File: config.mk
export PLATFORM = sky130hd
export DESIGN_NAME = cache_fill_fsm
export DESIGN_NICKNAME = d
export VERILOG_FILES = /design/src/rtl/cache_fill_fsm.sv
export SDC_FILE = /design/constraint.sdc
export NUM_CORES = 1
export LEC_CHECK = 0
export ABC_AREA = 0
export CAP_MARGIN = 20
export CORE_MARGIN = 2
export CORE_UTILIZATION = 35
export CTS_CLUSTER_SIZE = 16
export DETAILED_ROUTE_END_ITERATION = 16
export PLACE_DENSITY = 0.8
export SKIP_CTS_REPAIR_TIMING = 1
export SYNTH_ARGS = -nofsm -noshare
export SYNTH_HDL_FRONTEND = slang
export SYNTH_SLANG_ARGS = --single-unit
File: constraint.sdc
create_clock -name clk -period 2.5 [get_ports clk]
set_clock_uncertainty 0.1 [all_clocks]
set_input_delay 0.25 -clock clk [delete_from_list [all_inputs] [get_ports clk]]
set_output_delay 0.25 -clock clk [all_outputs]
set_load 0.01 [all_outputs]
File: src/rtl/cache_fill_fsm.sv
// Block-fill controller for one cache: on a miss it stalls the pipeline,
// issues one read per block word, streams returned words into the data array,
// then writes the tag.
module cache_fill_fsm #(
  parameter int ADDR_W      = 16,
  parameter int DATA_W      = 16,
  parameter int BLOCK_WORDS = 8,
  parameter int WORD_BYTES  = 2
) (
  input  logic                           clk,
  input  logic                           rst_n,
  input  logic                           miss_detected,
  input  logic [ADDR_W-1:0]              miss_address,
  input  logic                           memory_data_valid,
  input  logic [DATA_W-1:0]              memory_data,
  output logic                           fsm_busy,
  output logic                           mem_req,
  output logic [ADDR_W-1:0]              memory_address,
  output logic                           write_data_array,
  output logic [$clog2(BLOCK_WORDS)-1:0] write_word_idx,
  output logic [DATA_W-1:0]              fill_data,
  output logic                           write_tag_array,
  output logic                           fill_done
);

  localparam int IDX_W = $clog2(BLOCK_WORDS);
  localparam int CNT_W = IDX_W + 1;
  localparam int OFF_W = $clog2(WORD_BYTES);
  localparam int BLK_W = $clog2(BLOCK_WORDS * WORD_BYTES);

  localparam logic [CNT_W-1:0]  CNT_FULL = CNT_W'(BLOCK_WORDS);
  localparam logic [CNT_W-1:0]  CNT_LAST = CNT_W'(BLOCK_WORDS - 1);
  localparam logic [ADDR_W-1:0] BLK_MASK = ~((ADDR_W'(1) << BLK_W) - ADDR_W'(1));

  typedef enum logic [1:0] {
    S_IDLE,
    S_FILL,
    S_TAG
  } state_e;

  state_e             state_q, state_d;
  logic [CNT_W-1:0]   req_cnt_q, req_cnt_d;
  logic [CNT_W-1:0]   ret_cnt_q, ret_cnt_d;
  logic [ADDR_W-1:0]  base_q, base_d;
  logic [IDX_W-1:0]   addr_idx;

  always_ff @(posedge clk) begin
    if (!rst_n) begin
      state_q   <= S_IDLE;
      req_cnt_q <= '0;
      ret_cnt_q <= '0;
      base_q    <= '0;
    end else begin
      state_q   <= state_d;
      req_cnt_q <= req_cnt_d;
      ret_cnt_q <= ret_cnt_d;
      base_q    <= base_d;
    end
  end

  always_comb begin
    state_d          = state_q;
    req_cnt_d        = req_cnt_q;
    ret_cnt_d        = ret_cnt_q;
    base_d           = base_q;
    mem_req          = 1'b0;
    write_data_array = 1'b0;
    write_tag_array  = 1'b0;
    fill_done        = 1'b0;
    addr_idx         = '0;

    case (state_q)
      S_IDLE: begin
        if (miss_detected) begin
          base_d    = miss_address & BLK_MASK;
          req_cnt_d = '0;
          ret_cnt_d = '0;
          state_d   = S_FILL;
        end
      end

      S_FILL: begin
        // Once all requests are out, the address parks on the last word.
        if (req_cnt_q < CNT_FULL) begin
          mem_req   = 1'b1;
          addr_idx  = req_cnt_q[IDX_W-1:0];
          req_cnt_d = req_cnt_q + CNT_W'(1);
        end else begin
          addr_idx  = '1;
        end

        if (memory_data_valid) begin
          write_data_array = 1'b1;
          ret_cnt_d        = ret_cnt_q + CNT_W'(1);
          if (ret_cnt_q == CNT_LAST) begin
            state_d = S_TAG;
          end
        end
      end

      S_TAG: begin
        write_tag_array = 1'b1;
        fill_done       = 1'b1;
        addr_idx        = '1;
        state_d         = S_IDLE;
      end

      default: begin
        state_d = S_IDLE;
      end
    endcase
  end

  // Base is block-aligned, so the offset add never carries out of the block.
  assign memory_address = base_q + (ADDR_W'(addr_idx) << OFF_W);
  assign write_word_idx = ret_cnt_q[IDX_W-1:0];
  assign fill_data      = memory_data;
  assign fsm_busy       = (state_q != S_IDLE) | miss_detected;

endmodule
* Yosys cells after proc, flatten, opt, wreduce, memory -nomap -nowiden
Index checks and enable logic that the tools add are counted.
** Storage, ports and cells
- Flip-flop bits (word level) :: 22
- Bits of input ports :: 36
- Word-level logic and storage cells :: 39
** Cells by class
- Add/sub/neg operators :: 3
- $lt $le $gt $ge :: 1
- Equality and inequality tests :: 7
- Multiplexer cells :: 16
- Bitwise operators :: 1
- Reduce and logical (&&, ||, !) cells :: 7
** Operator list (number)
- $add 16x4->16 :: 1
- $pmux 4 s2 :: 2
- $mux 4 :: 3
- $reduce_and 3->1 :: 3
- $add 4x1->4 const B :: 2
- $ne 2x2->1 const B :: 4
- $mux 2 :: 3
- $pmux 3 s2 :: 1
- $mux 1 :: 5
- $eq 4x3->1 const B :: 1
- $lt 4x4->1 const B :: 1
- $pmux 2 s2 :: 1
- $reduce_bool 2->1 :: 2
- $mux 3 :: 1
- $eq 2x1->1 const B :: 1
- $eq 2x2->1 const B :: 1
- $logic_not 2->1 :: 1
- $reduce_and 2->1 :: 1
- $or 1x1->1 :: 1

* Longest topological paths before layout
- Depth after elaboration :: 4
- Gate-level depth with buffers :: 6

* Least setup slack after synthesis
OpenSTA, ideal clock, no wires.
- Path type :: register -> register
- Start point :: reg state_q[0]
- End point :: reg ret_cnt_q[3]
- Library setup time :: 70 ps
- Arrival :: 1546 ps
- Required time :: 2330 ps
- Slack :: 784 ps
- Stages on the path, launching flop included :: 7
- Path through :: dfxtp_1 > inv_1 > ha_1 > mux2i_1 > buf_6 > or4_1 > a21oi_1
** Between the ends
- Cells in the longest elaborated chain, start to end :: 3
- Elaborated cells between the ends (all ways) :: 7
- Classes of those cells :: eq/ne (3); mux (1); reduce/logical (3)
** RTL lines
- from (decl) :: line 41 : state_e state_q, state_d;
- from (signal assigned) :: line 54 : state_q <= state_d;
- $eq 2x1->1 / $logic_not 2->1 (equally long branches) :: line 72 : case (state_q)
- $ne 2x2->1 (no source line) / $reduce_bool 2->1 (equally long branches)
- $reduce_and 3->1 (no source line)
- to (signal assigned) :: line 56 : ret_cnt_q <= ret_cnt_d;
- to (decl) :: line 43 : logic [CNT_W-1:0] ret_cnt_q, ret_cnt_d;
Parallel ways exist; a longest one is shown, timed or not.
A chain may end at the register's enable or synchronous reset.

* Worst setup path in the final report
- Start point :: reg state_q[1]
- End point :: out fsm_busy
** Between the ends
- Cells in the longest elaborated chain, start to end :: 2
** RTL lines
- $reduce_bool 2->1 :: line 118 : assign fsm_busy = (state_q != S_IDLE) | miss_detected;
- $or 1x1->1 :: line 118
- to (decl) :: line 16 : output logic fsm_busy,
Every way passes these cells.

==> metrics.yaml <==
routedWlPerCell_um: 11.50
min_path_type: "reg2reg"
seq_area_um2: 440.4
cts_tree: "done"
crit_fanout: 5
htree_levels: 1
cts-root-buf: "clkbuf_4"
coreArea_um2: 3390
gr-usage-all-layers_pct: 11.99
grt_pass1_wl_um: 3960
antenna_found_initial: 0
drive_above_1_share_pct: 5.455
worst_slew_pin_slew_ns: 0.7342
synth_top_area_share_pct: 34.89
drc_errors: 0
p_leak_uw: 0.0005819
worstSkewPairLatency_ns: 0.30
critical_path.cell_chain: "inv_1 -> ha_1 -> nor2b_1 -> inv_1 -> clkdlybuf4s50_1"
period_share_pct: 92.80
io_buffer_count: 38
syn-num-nets: 190
final_net_count: 209
critical-path-top-cell-by-count: "inv_1"
drtIter0Drc: 36
fmax_ghz: 0.4310
max_stage_delay_ns: 0.50
start_util_pct: 37.25
setup_viol: 0
final.setup.tns_ns: 0
clk_pin_slew_ns: 0.12
worst-path-stages: 5
overflow: 0
synth-seq-cells: 22
timing.rr.end: "ret_cnt_q[3]"
antenna_left: 0
critPathCapture: "fsm_busy"
ys_warn_count: 0
crit_path_start_kind: "flip-flop"
critical_path.top_delay_family: "buffers and inverters"
p_total_uw: 1045
synth_cell_type_count: 29
synth_area_per_cell_um2: 8.588
worst_ep_arrival_time_ns: 1.97
n_fill_cell: 333
ir_drop_v: 0.0003221
syn_area_um2: 1262
synth-edff-count: 0
ios: 76
die-area_um2: 4104
hold_depth: 2
synth_area_leaders: "dfxtp_1 (35%), buf_4 (12%), a21boi_0 (8.9%)"
drt_wl_total_um: 2427
r2r_slack_ns: 0.55
clkSinkCount: 22
synthArstFlopShare_pct: 0
ys_seq_area_share_pct: 34.89
crit_path_start: "state_q[1]"
ff2ff_path_depth: 5
drv_cap: 0
hold_viol_final: 0
worstReg2RegStart: "state_q[1]"
period_needed_ns: 2.320
cp_num_buf_inv: 3
synthToLayoutAreaGrowth_pct: 23.89
synthMostInstantiatedCell: "nand2_1"
synthTopCellsByCount: "nand2_1 (28), dfxtp_1 (22), buf_4 (21), a21boi_0 (15), ha_1 (7)"
n_antenna_cell: 0
cp-end-kind: "output pin"
grt_pass1_vias: 891
rsz0062_at_grt: "false"
yosysTopAreaCell: "dfxtp_1"
die_x_um: 64.06
netlist_instances: 147
relSlewSlack_pct: 49.66
cts_buffer_depth: 2
slew_violations: 0
power_density_nw_per_um2: 668.2
finalWeightedCongestion: 0.7504
firstDrtPassIters: 4
vias_per_cell: 4.706
via_count: 993
synthFlopType: "dfxtp_1"
chipHeight_um: 64.06
rows: 21
cts_buffers: 3
hpwl_um: 1815
multi_input_area_um2: 611.8
crit_type: "reg2out"
cp_slowest_cell: "clkdlybuf4s50_1"
outcome: "complete, no violations"
critical_path_required_ns: 2.15
grt_max_degree: 13
==> cells by family (layout without fill, tap and decap cells) <==
logic type      after synthesis  count (layout)  synth area share [%]
flops                        22              22                 34.89
simple gates                 47              47                 18.63
compound gates               37              37                 21.01
other cells                   1               1                0.2970
buf+inv                      31              49                 16.65
mux                           2               2                 1.586
fa+ha+maj                     7               7                 6.937
==> worst min path at each step <==
stage	to	from
after floorplan	base_q[15]	miss_address[15]
after global placement	base_q[8]	base_q[8]
after detailed placement	base_q[15]	base_q[15]
after CTS	base_q[8]	miss_address[8]
after global routing	base_q[8]	miss_address[8]
final	base_q[13]	base_q[13]
==> cells in the final DEF (no fill, tap or decap) <==
cell type and count:
nand4_1 1, nand3_1 2, clkbuf_4 3, o21ai_0 5
a211oi_1 1, nand4b_1 2, clkdlybuf4s50_1 38, inv_1 4
nand2_1 28, nor2_1 1, buf_4 3, o31ai_1 4
and2b_1 1, and2_2 1, or4_1 3, o21ba_2 1
a21boi_0 15, or4b_1 1, a21boi_1 2, ha_1 7
a21oi_1 2, conb_1 1, dfxtp_1 22, clkbuf_8 1
o21a_1 6, mux2i_1 2, nand3b_1 1, nor2b_1 4
o311a_1 1, and2_1 2
==> worst reg2reg max path, cell delays in order (launching register included) <==
cell     delay [ns]
dfxtp_1        0.33
inv_1          0.13
ha_1           0.32
mux2i_1        0.29
or4_1          0.56
a21oi_1        0.16
==> flip-flops by register name, indices dropped and copies added, names as in the netlist <==
name / cells
base_q: 12
req_cnt_q: 4
ret_cnt_q: 4
state_q: 2
==> routing by layer <==
metal | vias up | routed length (um) | GRT usage (%)
li1 | 516 | - | -
met5 | - | 0 | 0
met2 | 32 | 1149 | 20.83
met3 | 2 | 164 | 4.049
met1 | 443 | 1092 | 13.92
met4 | 0 | 21 | 3.261
==> through the flow <==
| step | setup WS (ns) | utilization (%) | cells | cell area [um2] | hold WS [ns] |
|---|---|---|---|---|---|
| after floorplan | 0.7835 | - | 147 | 1262 | 0.2949 |
| after CTS | 0.1467 | 46.14 | 211 | 1564 | 0.3751 |
| after global routing | 0.01165 | 46.14 | 211 | 1564 | 0.3780 |
| after global placement | 0.4990 | 45.07 | 207 | 1528 | 0.3494 |
| after detailed placement | 0.5041 | 45.07 | 207 | 1528 | 0.3576 |
| final | 0.1800 | 46.14 | 211 | 1564 | 0.3714 |
==> final cells by class <==
class | count | area share, %
sequential | 22 | 28.16
clock buffer | 4 | 2.320
multi-input combinational | 94 | 39.12
timing repair buffer | 41 | 25.76
tap | 46 | 3.680
inverter | 4 | 0.9600
==> where the power goes <==
part	switching, uW	total, uW	internal (uW)
combinational	217	426	209
clock	107	195	88.9
sequential	30.2	424	393
total	353	1040	692
(Power assumes the default switching activity.)
